$ cat src/rtl/regfile_pkg.sv
// Shared defaults and clear-sweep state encoding for the multi-port register file.
package regfile_pkg;

  localparam int unsigned XLEN_DEFAULT  = 32;
  localparam int unsigned NREGS_DEFAULT = 32;

  typedef enum logic {
    READY = 1'b0,
    SWEEP = 1'b1
  } state_e;

endpackage

$ cat src/rtl/regfile_clear_fsm.sv
// Clear-sweep controller: walks idx 1..NREGS-1 one entry per cycle and gates ready_o.
module regfile_clear_fsm
  import regfile_pkg::*;
#(
  parameter int unsigned NREGS = NREGS_DEFAULT
) (
  input  logic                     clk,
  input  logic                     reset_n,
  input  logic                     clear_i,
  output logic                     ready_o,
  output logic                     sweep_en_o,
  output logic [$clog2(NREGS)-1:0] sweep_idx_o
);

  localparam int unsigned ADDR_W = $clog2(NREGS);

  typedef logic [ADDR_W-1:0] adr_t;

  localparam adr_t LAST_IDX = ADDR_W'(NREGS - 1);

  state_e state_q, state_d;
  adr_t   idx_q, idx_d;
  logic   ready_q, ready_d;

  // Register 0 is hardwired, so the sweep starts at 1
  always_comb begin
    state_d = state_q;
    idx_d   = idx_q;
    ready_d = ready_q;
    unique case (state_q)
      READY: begin
        if (clear_i) begin
          state_d = SWEEP;
          idx_d   = ADDR_W'(1);
          ready_d = 1'b0;
        end
      end
      SWEEP: begin
        if (idx_q == LAST_IDX) begin
          state_d = READY;
          idx_d   = '0;
          ready_d = 1'b1;
        end else begin
          idx_d = idx_q + ADDR_W'(1);
        end
      end
      default: begin
        state_d = READY;
        idx_d   = '0;
        ready_d = 1'b1;
      end
    endcase
  end

  always_ff @(posedge clk or negedge reset_n) begin
    if (!reset_n) begin
      state_q <= READY;
      idx_q   <= '0;
      ready_q <= 1'b1;
    end else begin
      state_q <= state_d;
      idx_q   <= idx_d;
      ready_q <= ready_d;
    end
  end

  assign ready_o     = ready_q;
  assign sweep_en_o  = (state_q == SWEEP);
  assign sweep_idx_o = idx_q;

endmodule

$ cat src/rtl/regfile_mp.sv
// Multi-port integer register file with per-register pending bits, optional
// write-to-read bypass, hardwired zero register and a sequential clear sweep.
module regfile_mp
  import regfile_pkg::*;
#(
  parameter int unsigned XLEN   = XLEN_DEFAULT,
  parameter int unsigned NREGS  = NREGS_DEFAULT,
  parameter int unsigned NRD    = 2,
  parameter int unsigned NWR    = 1,
  parameter int unsigned BYPASS = 1
) (
  input  logic                         clk,
  input  logic                         reset_n,
  input  logic [NRD*$clog2(NREGS)-1:0] rd_adr_i,
  output logic [NRD*XLEN-1:0]          rd_data_o,
  output logic [NRD-1:0]               rd_pending_o,
  input  logic [NWR-1:0]               wr_valid_i,
  input  logic [NWR*$clog2(NREGS)-1:0] wr_adr_i,
  input  logic [NWR*XLEN-1:0]          wr_data_i,
  input  logic                         alloc_valid_i,
  input  logic [$clog2(NREGS)-1:0]     alloc_adr_i,
  input  logic                         clear_i,
  output logic                         ready_o
);

  localparam int unsigned ADDR_W = $clog2(NREGS);

  typedef logic [ADDR_W-1:0] adr_t;
  typedef logic [XLEN-1:0]   data_t;

  data_t            regs_q [NREGS];
  data_t            regs_d [NREGS];
  logic [NREGS-1:0] pend_q, pend_d;

  logic             sweep_en;
  adr_t             sweep_idx;

  logic [NWR-1:0]   wr_acc;
  adr_t             wr_adr  [NWR];
  data_t            wr_data [NWR];
  logic             alloc_acc;

  regfile_clear_fsm #(
    .NREGS (NREGS)
  ) u_fsm (
    .clk         (clk),
    .reset_n     (reset_n),
    .clear_i     (clear_i),
    .ready_o     (ready_o),
    .sweep_en_o  (sweep_en),
    .sweep_idx_o (sweep_idx)
  );

  // Per-port write qualification; writes to register 0 never take effect
  for (genvar k = 0; k < NWR; k++) begin : g_wr
    assign wr_adr[k]  = wr_adr_i[k*ADDR_W +: ADDR_W];
    assign wr_data[k] = wr_data_i[k*XLEN +: XLEN];
    assign wr_acc[k]  = ready_o && wr_valid_i[k] && (wr_adr[k] != '0);
  end

  assign alloc_acc = ready_o && alloc_valid_i && (alloc_adr_i != '0);

  // Ascending port order lets the highest index win; alloc applied last so the new producer wins
  always_comb begin
    regs_d = regs_q;
    pend_d = pend_q;
    if (sweep_en) begin
      regs_d[sweep_idx] = '0;
      pend_d[sweep_idx] = 1'b0;
    end else begin
      for (int unsigned k = 0; k < NWR; k++) begin
        if (wr_acc[k]) begin
          regs_d[wr_adr[k]] = wr_data[k];
          pend_d[wr_adr[k]] = 1'b0;
        end
      end
      if (alloc_acc) begin
        pend_d[alloc_adr_i] = 1'b1;
      end
    end
  end

  always_ff @(posedge clk or negedge reset_n) begin
    if (!reset_n) begin
      for (int unsigned r = 0; r < NREGS; r++) begin
        regs_q[r] <= '0;
      end
      pend_q <= '0;
    end else begin
      regs_q <= regs_d;
      pend_q <= pend_d;
    end
  end

  // Combinational read ports; a same-cycle alloc leaves the stored pending bit showing
  for (genvar j = 0; j < NRD; j++) begin : g_rd
    adr_t  ra;
    data_t rd_d;
    logic  rd_p;

    assign ra = rd_adr_i[j*ADDR_W +: ADDR_W];

    always_comb begin
      rd_d = regs_q[ra];
      rd_p = pend_q[ra];
      if (BYPASS != 0) begin
        for (int unsigned k = 0; k < NWR; k++) begin
          if (wr_acc[k] && (wr_adr[k] == ra)) begin
            rd_d = wr_data[k];
            if (!(alloc_acc && (alloc_adr_i == ra))) begin
              rd_p = 1'b0;
            end
          end
        end
      end
      if (!ready_o || (ra == '0)) begin
        rd_d = '0;
        rd_p = 1'b0;
      end
    end

    assign rd_data_o[j*XLEN +: XLEN] = rd_d;
    assign rd_pending_o[j]           = rd_p;
  end

endmodule

$ cat config.mk
export PLATFORM = sky130hd
export DESIGN_NAME = regfile_mp
export DESIGN_NICKNAME = d
export VERILOG_FILES = /design/src/rtl/regfile_pkg.sv /design/src/rtl/regfile_clear_fsm.sv /design/src/rtl/regfile_mp.sv
export SDC_FILE = /design/constraint.sdc
export NUM_CORES = 2
export LEC_CHECK = 0
export CORE_ASPECT_RATIO = 1.1
export CORE_MARGIN = 1
export CORE_UTILIZATION = 64
export CTS_BUF_LIST = sky130_fd_sc_hd__clkbuf_16
export DETAILED_ROUTE_END_ITERATION = 8
export GPL_TIMING_DRIVEN = 0
export PLACE_DENSITY = 0.82
export SYNTH_ARGS = -nofsm -noshare
export SYNTH_HDL_FRONTEND = slang
export SYNTH_HIERARCHICAL = 1
export SYNTH_SLANG_ARGS = --single-unit
$ cat constraint.sdc
create_clock -name clk -period 5.15 [get_ports clk]
set_clock_uncertainty 0.1 [all_clocks]
set_input_delay 1.03 -clock clk [delete_from_list [all_inputs] [get_ports clk]]
set_output_delay 1.03 -clock clk [all_outputs]
set_load 0.02 [all_outputs]
* Word-level counts from Yosys, hierarchy flattened
Cells that the tools add are included.
** Storage, ports and cells
- Input bits :: 57
- Latch bits :: 0
- Memories :: 0
- ROM bits :: 0
- Flip-flop bits (word level) :: 1063
- Word-level logic and storage cells :: 138
- RAM bits :: 0
** Operators by class
- Bitwise logic cells :: 12
- Reductions and logical operators :: 22
- Multiply operators :: 0
- $lt $le $gt $ge :: 14
- Add/sub/neg operators :: 1
- Shift-type cells :: 0
- Divide/modulo/power cells :: 0
- Multiplexer cells :: 46
- Equal/unequal tests :: 7
** Operators with widths (number)
- 2-to-1 mux 1024 bit :: 2
- bitwise AND 1024 bit :: 1
- bitwise mux 1024 bit :: 1
- NOT 1024 bit :: 1
- 2-to-1 mux 32 bit :: 14
- binary-select mux 32 bit (select 5 bit) :: 2
- demux 32 bit (select 5 bit) :: 2
- bitwise AND 32 bit :: 2
- NOT 32 bit :: 2
- bitwise OR 32 bit :: 1
- less-than comparator 5 x 6 -> 1 bit, second input constant :: 5
- greater-or-equal comparator 6 bit, second input constant :: 4
- NOT 5 -> 6 bit :: 4
- equality test 5 bit :: 4
- demux 1 bit (select 5 bit) :: 3
- greater-or-equal comparator 5 x 1 -> 1 bit, second input constant :: 3
- 2-to-1 mux 1 bit :: 15
- logical AND 1 bit :: 13
- less-than comparator 6 x 1 -> 1 bit, second input constant :: 2
- binary-select mux 1 bit (select 5 bit) :: 2
- zero test 5 bit :: 2
- 2-to-1 mux 5 bit :: 2
- case mux 5 bit (2 select lines) :: 1
- nonzero test 5 bit :: 2
- other kinds (9) :: 12

* Longest topological paths before layout
- Depth after elaboration :: 11
- Depth in mapped cells :: 9

* Modules after synthesis
Netlist, hierarchy kept.
** Modules (own cells, without submodules)
- regfile_mp :: instances 1, area each 55599.6 um^2, cells an instance 4247
- regfile_clear_fsm :: instances 1, area each 347.8 um^2, cells an instance 31

* Least setup slack after synthesis
OpenSTA, ideal clock, no wires.
- Path kind :: in2out
- Start :: input port rd_adr_i[1]
- End :: output port rd_data_o[13]
- Arrival :: 2.756 ns
- Path slack :: 1.264 ns
- Cell stages on the path :: 7
- Required time :: 4.020 ns
- Path buffers :: 3
- Cells stage by stage :: buf_2 -> buf_2 -> clkbuf_1 -> mux4_2 -> a22oi_1 -> a21oi_1 -> a221o_1
** On the way
- Longest elaborated chain between the ends :: 6
** Ends and longest elaborated chain
- start, declared :: line regfile_mp.sv:14 : input logic [NRD*$clog2(NREGS)-1:0] rd_adr_i,
- NOT 5 -> 6 bit (not written as such) :: line regfile_mp.sv:104 : rd_d = regs_q[ra];
- binary-select mux 32 bit (select 5 bit) :: line regfile_mp.sv:104
- 2-to-1 mux 32 bit (not written as such) (2 in a row) :: line regfile_mp.sv:104
- 2-to-1 mux 32 bit :: line regfile_mp.sv:108 : if (wr_acc[k] && (wr_adr[k] == ra)) begin
- 2-to-1 mux 32 bit * :: line regfile_mp.sv:116 : if (!ready_o || (ra == '0)) begin
- end, declared :: line regfile_mp.sv:15 : output logic [NRD*XLEN-1:0] rd_data_o,
Mark *: on every way between the ends. The rest lies on a longest branch, timed or not. The select of a mux whose other input is x is not followed.

* Worst setup path after layout
- Start :: input port rd_adr_i[0]
- End :: output port rd_data_o[28]
The elaborated chain is that of the path after synthesis.

==> summary.txt <==
CTS
  • TritonCTS buffer count: 110
  • Clk buf depth: 3
  • CTS clk-pin slew, worst paths: approximately 0.06 ns
  • Clock sinks: 1063
  • CTS Hold Bufs: 0
  • CTS tree: yes
  • Clk Latency, worst-skew pair: roughly 0.75 ns
  • H-tree lvl count: 3
  • CTS root buffer: clkbuf_16

Timing
  • FMAX: 186 MHz
  • Min cycle time layout: 5.37 ns
  • Setup ws final: -0.224 ns
  • Endpoints failing setup: 35
  • Hold Vio Cnt, Final: 0
  • Slew Limit Fails: 7
  • Slew HR: -0.00866
  • WHS: 0.0845 ns
  • Final period util: 1.04
  • Unrepaired setup endpoints after global routing: yes
  • Transition time at the pin with the least slew margin: around 1.5 ns

Yosys
  • Cells after Synth: approximately 4.3k
  • Mapped Area: 0.0559 mm^2
  • Post-Syn Nets: 4338
  • Synth Area per Inst: 13.1 um^2
  • Count of different cell masters after synthesis: 66
  • Main synth FF type: dfrtp_1
  • Sequential share of the synthesized area: 0.475
  • Synth warn: 6
  • Number of synthesized register bits: 1063
  • Async SR Flop Fraction: 1.00
  • Post-synth EDFFs: 0

Cells and area
  • Layout cells sized above 1: 0.232
  • Final instance area: 0.0651 mm^2
  • Non-filler cells, final: 5774
  • P&R area growth vs syn: 16.4%
  • Multi-input gate area: around 0.028 mm^2
  • Final core utilization: 0.753
  • Commonest cells after routing, fill and taps aside: dfrtp_1 (1062), a22o_1 (1019), mux2i_1 (383)
  • Register area: around 0.027 mm^2
  • Final nets: 4574
  • Most common cell after layout, fill and taps aside: dfrtp_1
  • Fillers: 5496

Place
  • Detailed Place HPWL: 194000 um
  • Routability cong.: 1.12
  • Count of input and output buffers: 80
  • Placed Instances: roughly 5.5k
  • Placement Cell Area: slightly below 0.06 mm^2

Detailed routing
  • TritonRoute pass-1 iters: 9
  • Drc violations: 0
  • Antenna Nets Post-Route: 0
  • Avg WL per Cell: between 40 and 50 um
  • Initial DRC count: 9755
  • WL final: 280000 um
  • Via count: 51.0k
  • Via density: 8.83

Critical path
  • WP data arrival: 4.24 ns
  • CP Class: input port to output port
  • Crit-path max FO: 10
  • Setup crit end kind: output port
  • Worst EP required: 4.02 ns
  • Startpoint class of the critical path: input port
  • Flop-to-flop setup slack: slightly below 0.8 ns

Die
  • Die width: 284 um
  • Initial Utilization: 0.647
  • Core Region: roughly 0.087 mm^2
  • Ports: 124
  • Total die area: 0.0886 mm^2
  • Site Rows: 113
  • Die Ht: around 310 um

GRT
  • Vias in the first global route: 48.7k
  • First-pass GRT wire length: 382000 um
  • Grt total ovfl: 0
  • Initial antenna violation count: 22
  • Total GRT Usage: 0.627
  • Largest net degree at the start of global routing: 171

Run
  • Maxcap violations: 2

Run status
  • Run status: finished with violations
  • Failing checks: capacitance limit, slew limit, setup timing

Worst hold path
  • Hold Path Class: input port to asynchronous set/reset pin

Power
  • Power per cell area: 359 mW/mm^2
  • Peak VDD IR: 316 uV
  • LEAKAGE: 0.0291 uW
[report_power, final]
part | leakage, uW | switching (uW) | internal (uW) | total, uW
logic | 0.0124 | 3470 | 1710 | 5190
registers | 0.0148 | 612 | 8950 | 9570
clock network | 0.00189 | 3740 | 4860 | 8600
total | 0.0291 | 7820 | 15500 | 23400
[state kept, by name, indices dropped and copies added, names as in the netlist]
| name | count |
|---|---|
| pend_q | 32 |
| regs_q | 1024 |
| u_fsm/ready_o | 1 |
| u_fsm/sweep_en_o | 1 |
| u_fsm/sweep_idx_o | 5 |
[logic make-up (layout without fill, tap and decap cells)]
family	after synthesis	after routing	synth area share
AOI/OAI and AO/OA	1653	1653	0.244
xor gates and xnor gates	22	22	0.00344
adders and majority gates	3	3	0.000671
buffers and inverters	579	905	0.0476
DFF	1063	1063	0.475
muxes	725	725	0.206
other	0	19	0
and+or+nand+nor	233	234	0.0225
[final cells by class]
cell class                      instances  share of cell area
Sequential cell                      1063               0.408
Tap cell                             1150              0.0221
Buffer                                571              0.0503
Antenna cell                           19            0.000730
Clock inverter                         90              0.0138
Clock buffer                          113              0.0434
Timing Repair Buffer                  123              0.0233
Inverter                                8            0.000461
Multi-Input combinational cell       2637               0.437
[what timing repair did]
item                                    CTS  global route
resized for setup                       502            93
endpoints found under the setup margin   66            51
pin swaps                                41            12
buffers inserted                         17             5
cloned                                    1             0
[critical path, stage by stage]
cell,delay [ns]
buf_6,0.09
buf_6,0.21
buf_6,0.27
buf_6,0.33
mux2i_1,0.22
a221oi_2,0.61
a22oi_1,0.21
a21oi_4,0.39
a221o_1,0.22
clkdlybuf4s50_1,0.62
[final timing paths]
path | end | cells past startpoint | startpoint
min | regs_q[742]$_DFFE_PN0P_ | 1 | reset_n
max in group asynchronous | regs_q[861]$_DFFE_PN0P_ | 4 | reset_n
max | rd_data_o[28] | 10 | rd_adr_i[0]
max reg2reg | regs_q[118]$_DFFE_PN0P_ | 6 | u_fsm/sweep_idx_o[0]$_DFFE_PN0P_
min in group clk | u_fsm/ready_o$_DFFE_PN1P_ | 2 | u_fsm/ready_o$_DFFE_PN1P_
min reg2reg | u_fsm/ready_o$_DFFE_PN1P_ | 2 | u_fsm/ready_o$_DFFE_PN1P_
[per-layer routing]
metal,vias to the layer above,GRT usage,part of all wire
met3,1825,0.375,0.19
met5,-,0.0452,0.0026
li1,17833,-,-
met2,6248,0.803,0.38
met4,34,0.567,0.12
met1,25062,0.722,0.30
[metrics by stage]
step	worst slack (ns)	TNS (ns)	power (uW)
2_1_floorplan	1.26	0	12000
3_3_place_gp	-44.38	-	14000
3_5_place_dp	-1.44	-72.02	14000
4_1_cts	-0.0675	-0.105	22600
5_1_grt	-0.0993	-0.283	23400
6_report	-0.224	-2.95	23400
[synth_stat cells, types with 69 or more instances]
library cell | n | area share
buf_2 | 124 | 0.011
mux2i_1 | 384 | 0.069
dfrtp_1 | 1062 | 0.48
a22o_1 | 1019 | 0.16
mux4_2 | 340 | 0.14
clkbuf_1 | 346 | 0.023
o21ai_0 | 69 | 0.0062
a221oi_1 | 190 | 0.030
nand2_1 | 81 | 0.0054
a22oi_1 | 128 | 0.017
a21oi_1 | 101 | 0.0090
No activity file was read; power rests on OpenSTA's default activity.
